$ cat src/rtl/reg_bus_initiator.sv
// Register-bus initiator: queues read/write commands, issues one bus access at a
// time, and returns read data / error status on a valid/ready response port.
module reg_bus_initiator #(
  parameter int ADDR_W     = 8,
  parameter int DATA_W     = 32,
  parameter int NUM_REGS   = 10,
  parameter int FIFO_DEPTH = 4,
  parameter int TIMEOUT    = 16
) (
  input  logic              clk,
  input  logic              reset,
  input  logic              cmd_valid,
  output logic              cmd_ready,
  input  logic              cmd_write,
  input  logic [ADDR_W-1:0] cmd_addr,
  input  logic [DATA_W-1:0] cmd_wdata,
  output logic              rsp_valid,
  input  logic              rsp_ready,
  output logic [DATA_W-1:0] rsp_rdata,
  output logic              rsp_err,
  output logic              bus_sel,
  output logic              bus_wr,
  output logic [ADDR_W-1:0] bus_addr,
  output logic [DATA_W-1:0] bus_wdata,
  input  logic [DATA_W-1:0] bus_rdata,
  input  logic              bus_ack,
  output logic              busy
);

  localparam int PTR_W = $clog2(FIFO_DEPTH);
  localparam int TMR_W = $clog2(TIMEOUT);
  localparam logic [TMR_W-1:0] TMR_LAST = TMR_W'(TIMEOUT - 1);

  typedef enum logic [1:0] {
    IDLE   = 2'd0,
    ACCESS = 2'd1,
    RESP   = 2'd2
  } state_t;

  typedef struct packed {
    logic              wr;
    logic [ADDR_W-1:0] addr;
    logic [DATA_W-1:0] wdata;
  } cmd_t;

  cmd_t              fifo_q [FIFO_DEPTH];
  cmd_t              fifo_d [FIFO_DEPTH];
  logic [PTR_W:0]    wptr_q, wptr_d, rptr_q, rptr_d;
  state_t            state_q, state_d;
  cmd_t              bus_q, bus_d;
  logic [TMR_W-1:0]  timer_q, timer_d;
  logic [DATA_W-1:0] rdata_q, rdata_d;
  logic              err_q, err_d;

  logic full, empty, push, head_legal;
  cmd_t head;

  // Extra wrap bit distinguishes full from empty when the index bits match.
  assign empty      = (wptr_q == rptr_q);
  assign full       = (wptr_q[PTR_W] != rptr_q[PTR_W]) &&
                      (wptr_q[PTR_W-1:0] == rptr_q[PTR_W-1:0]);
  assign push       = cmd_valid & ~full;
  assign head       = fifo_q[rptr_q[PTR_W-1:0]];
  assign head_legal = ({1'b0, head.addr} < (ADDR_W+1)'(NUM_REGS));

  always_comb begin
    fifo_d = fifo_q;
    wptr_d = wptr_q;
    if (push) begin
      fifo_d[wptr_q[PTR_W-1:0]] = {cmd_write, cmd_addr, cmd_wdata};
      wptr_d                    = wptr_q + (PTR_W+1)'(1);
    end
  end

  always_comb begin
    state_d = state_q;
    rptr_d  = rptr_q;
    bus_d   = bus_q;
    timer_d = timer_q;
    rdata_d = rdata_q;
    err_d   = err_q;
    case (state_q)
      IDLE: begin
        if (!empty) begin
          rptr_d = rptr_q + (PTR_W+1)'(1);
          if (head_legal) begin
            bus_d   = head;
            timer_d = '0;
            state_d = ACCESS;
          end else begin
            rdata_d = '0;
            err_d   = 1'b1;
            state_d = RESP;
          end
        end
      end
      ACCESS: begin
        timer_d = timer_q + TMR_W'(1);
        // An ack on the last timer cycle still counts as a normal completion.
        if (bus_ack) begin
          rdata_d = bus_q.wr ? '0 : bus_rdata;
          err_d   = 1'b0;
          bus_d   = '0;
          state_d = RESP;
        end else if (timer_q == TMR_LAST) begin
          rdata_d = '0;
          err_d   = 1'b1;
          bus_d   = '0;
          state_d = RESP;
        end
      end
      RESP: begin
        if (rsp_ready) begin
          rdata_d = '0;
          err_d   = 1'b0;
          state_d = IDLE;
        end
      end
      default: state_d = IDLE;
    endcase
  end

  always_ff @(posedge clk) begin
    if (reset) begin
      state_q <= IDLE;
      wptr_q  <= '0;
      rptr_q  <= '0;
      bus_q   <= '0;
      timer_q <= '0;
      rdata_q <= '0;
      err_q   <= 1'b0;
    end else begin
      state_q <= state_d;
      wptr_q  <= wptr_d;
      rptr_q  <= rptr_d;
      bus_q   <= bus_d;
      timer_q <= timer_d;
      rdata_q <= rdata_d;
      err_q   <= err_d;
    end
  end

  // Entry storage needs no reset; only the pointers define validity.
  always_ff @(posedge clk) begin
    fifo_q <= fifo_d;
  end

  assign cmd_ready = ~full;
  assign rsp_valid = (state_q == RESP);
  assign rsp_rdata = rdata_q;
  assign rsp_err   = err_q;
  assign bus_sel   = (state_q == ACCESS);
  assign bus_wr    = bus_q.wr;
  assign bus_addr  = bus_q.addr;
  assign bus_wdata = bus_q.wdata;
  assign busy      = ~empty | (state_q != IDLE);

endmodule
$ cat config.mk
export PLATFORM = sky130hd
export DESIGN_NAME = reg_bus_initiator
export DESIGN_NICKNAME = d
export VERILOG_FILES = /design/src/rtl/reg_bus_initiator.sv
export SDC_FILE = /design/constraint.sdc
export NUM_CORES = 1
export LEC_CHECK = 0
export ABC_AREA = 1
export BUFFER_PORTS_ARGS = -buffer_cell sky130_fd_sc_hd__buf_2
export CAP_MARGIN = 20
export CORE_ASPECT_RATIO = 1.5
export CORE_UTILIZATION = 36
export CTS_CLUSTER_DIAMETER = 200
export DETAILED_ROUTE_END_ITERATION = 12
export PLACE_DENSITY = 0.62
export REMOVE_ABC_BUFFERS = 1
export SYNTH_ARGS = -nofsm -noshare
export SYNTH_HDL_FRONTEND = slang
export SYNTH_SLANG_ARGS = --single-unit
$ cat constraint.sdc
create_clock -name clk -period 4.2 [get_ports clk]
set_input_delay 0.42 -clock clk [delete_from_list [all_inputs] [get_ports clk]]
set_output_delay 0.42 -clock clk [all_outputs]
set_load 0.1 [all_outputs]
==> results.md <==
- CP required: roughly 4.6 ns
- Syn Area/Cell: about 11 um2
- Setup_tns: 0 ns
- CTS Buf Count: 24
- Post-CTS setup buffers: 0
- Leakage: 4.315 nW
- Post-Route WL: between 20000 and 25000 um
- Avg Vias per Cell: between 4 and 5
- Pwr dens: 626.5 nW/um2
- Chip width: between 100 and 150 um
- Setup CP Type: reg2reg
- Post-synth top area cell: edfxtp_1
- Mapped Cells: slightly above 900
- Total grt overflow: 0
- IO buf count: between 150 and 200
- Post-CTS Hold Buffers: 0
- Utilization after layout: 0.4365
- First-pass GRT wire length: 33750 um
- Via count: about 7000
- CTS tree: built
- PostCTS Resize Cnt: 0
- CP Max Fanout: slightly above 80
- Placed Instance Area: about 11000 um2
- Final antenna-violating net count: 0
- # clock sinks: 250
- Share of the yosys chip area belonging to registers: 0.6694
- Slew Viols, Final: 0
- Final setup vio count: 0
- Die area: about 28000 um2
- Status: complete, no violations
- Crit path DAT: around 3.6 ns
- Synth top area cells: edfxtp_1 50%, dfxtp_1 17%, nand2_1 6.7%, nor2_1 4.3%, o21ai_0 3.8%
- Dpl ws: 0.9826 ns
- Highest clock rate: ~310 MHz
- Design Area, Final: about 12000 um2
- Crit path capture type: flop
- Placed cell count: ~1400
- Layout cells sized above 1: 0.2486
- Final GP Congestion: ~0.73
- Metal-1 WL: slightly above 9000 um
- Post-Layout Cell Count: between 1000 and 1500
- Maximum vdd drop: just under 0.7 mV
- Core Area: roughly 27000 um2
- Tot GR Track Use: 0.1553
- Synth unique cells: 29
- Max-cap violations: 0
- CTS Buffer Depth: 3
- Row cnt: 74
- Dpl hpwl: between 10000 and 15000 um
- 1st-iter DRT viols: 280
- Final worst-path cycle share: 0.7671
- Vias in the first global route: around 6500
- CP startpoint kind: flop
- Final WS setup: 0.9782 ns
- Synth top area share: 0.4960
- Largest net degree at the start of global routing: a little over 80
- DR DRC count: 0
- Hold WC Path Type: in2reg
- Worst Tran Pin Value: between 0.9 and 1 ns
- Number of synthesis warnings: 0
- Initial Utilization: 0.3660
- CTS root buffer: clkbuf_16
- Most frequent cells in the layout: 177 x nand2_1, 164 x edfxtp_1, 154 x buf_2
- Worst-path clk slew: about 0.06 ns
- Wire per inst: about 16 um
- Minimum clock period: approximately 3.2 ns
- Initial antenna violation count: 6
- Commonest non-fill, non-tap cell in the layout: nand2_1
- Met3 wire length: roughly 1300 um
- Max Used Layer: met5
- Ports: roughly 160
- Chip Height: roughly 200 um
- Clock skew: ~0.011 ns
- CTS H-tree lvls: 1
- Pre-antenna DRT Iters: 5
- Met2 WL: around 11000 um
- Area Growth Syn to Fin: 19.27%
- Post-synthesis register bit count: 250
- Fin nets: around 1100
- Worst relative slew slack: 0.3831
- Final Hold Fails: 0
- Mapped cell area: about 9900 um2
- Clock Latency Late Sink: between 0.5 and 0.6 ns
- RSZ-0062 raised after global routing: false
[state kept, by name, indices dropped and copies added (netlist names)]
signal     cells
rptr_q         3
state_q        2
wptr_q         3
bus_addr       8
timer_q        4
bus_wdata     32
rsp_rdata     32
fifo_q       164
bus_wr         1
rsp_err        1
[routing by layer]
metal	track usage	vias up
met5	0	-
met4	0.05416	4
met3	0.02685	34
met2	0.2751	176
met1	0.1865	3291
li1	-	3468
[layout make-up]
class	count	area [um2]
tap	342	427.9
sequential	250	6651
multi-input combinational	581	2880
clock buffer	32	681.9
inverter	24	92.59
timing repair buffer	167	905.9
fill	2532	15290
antenna	5	12.51
clock inverter	12	190.2
[synthesized netlist by cell type (all sizes together)]
cell,count
a21oi,80
a31oi,1
buf,25
clkbuf,40
dfxtp,86
edfxtp,164
ha,9
inv,24
nand2,199
nand3,25
nand4,34
nor2,116
o211ai,2
o21a,1
o21ai,76
o22ai,34
or2,3
xnor2,1
[per-stage QoR]
step / hold WS (ns) / total power, W
2_1_floorplan: 0.4432 / 0.004519
3_3_place_gp: 0.4230 / 0.005135
4_1_cts: 0.08719 / 0.007514
3_5_place_dp: 0.4308 / 0.005152
6_report: 0.1086 / 0.007419
5_1_grt: 0.09100 / 0.007830
[kinds of logic (layout without fill, tap and decap cells)]
group | count (synthesis) | after routing | share of synthesized area
buffers and inverters | 89 | 235 | 0.04360
DFF | 250 | 250 | 0.6694
xor gates and xnor gates | 1 | 1 | 0.0008822
other | 0 | 5 | 0
AOI/OAI and AO/OA | 194 | 194 | 0.1105
and+or+nand+nor | 377 | 377 | 0.1643
adders and majority gates | 9 | 9 | 0.01134
[critical path: stages, from the launching register on]
cell     delay (ns)
dfxtp_4        0.35
buf_4          0.63
nand2_1        0.13
nand3_1        0.13
nand2_1        0.07
nand2_1        0.06
nand2_1        0.12
nand3_2        0.49
nand3_2        0.73
nand2_1        0.23
a21oi_1        0.08
[power by group]
| group | switching (W) | internal, W |
|---|---|---|
| combinational | 0.00174 | 0.000494 |
| clock | 0.000900 | 0.00145 |
| sequential | 0.0000539 | 0.00278 |
[worst paths after layout]
path | slack, ns | from | to | cells after the start
hold / removal | 0.11 | cmd_wdata[16] | fifo_q[139] | 1
setup reg to reg | 0.98 | rptr_q[0] | rsp_rdata[30] | 10
setup / recovery | 0.98 | rptr_q[0] | rsp_rdata[30] | 10
hold reg to reg | 0.44 | bus_addr[5] | bus_addr[5] | 2
No activity file was read; power rests on OpenSTA's default activity.
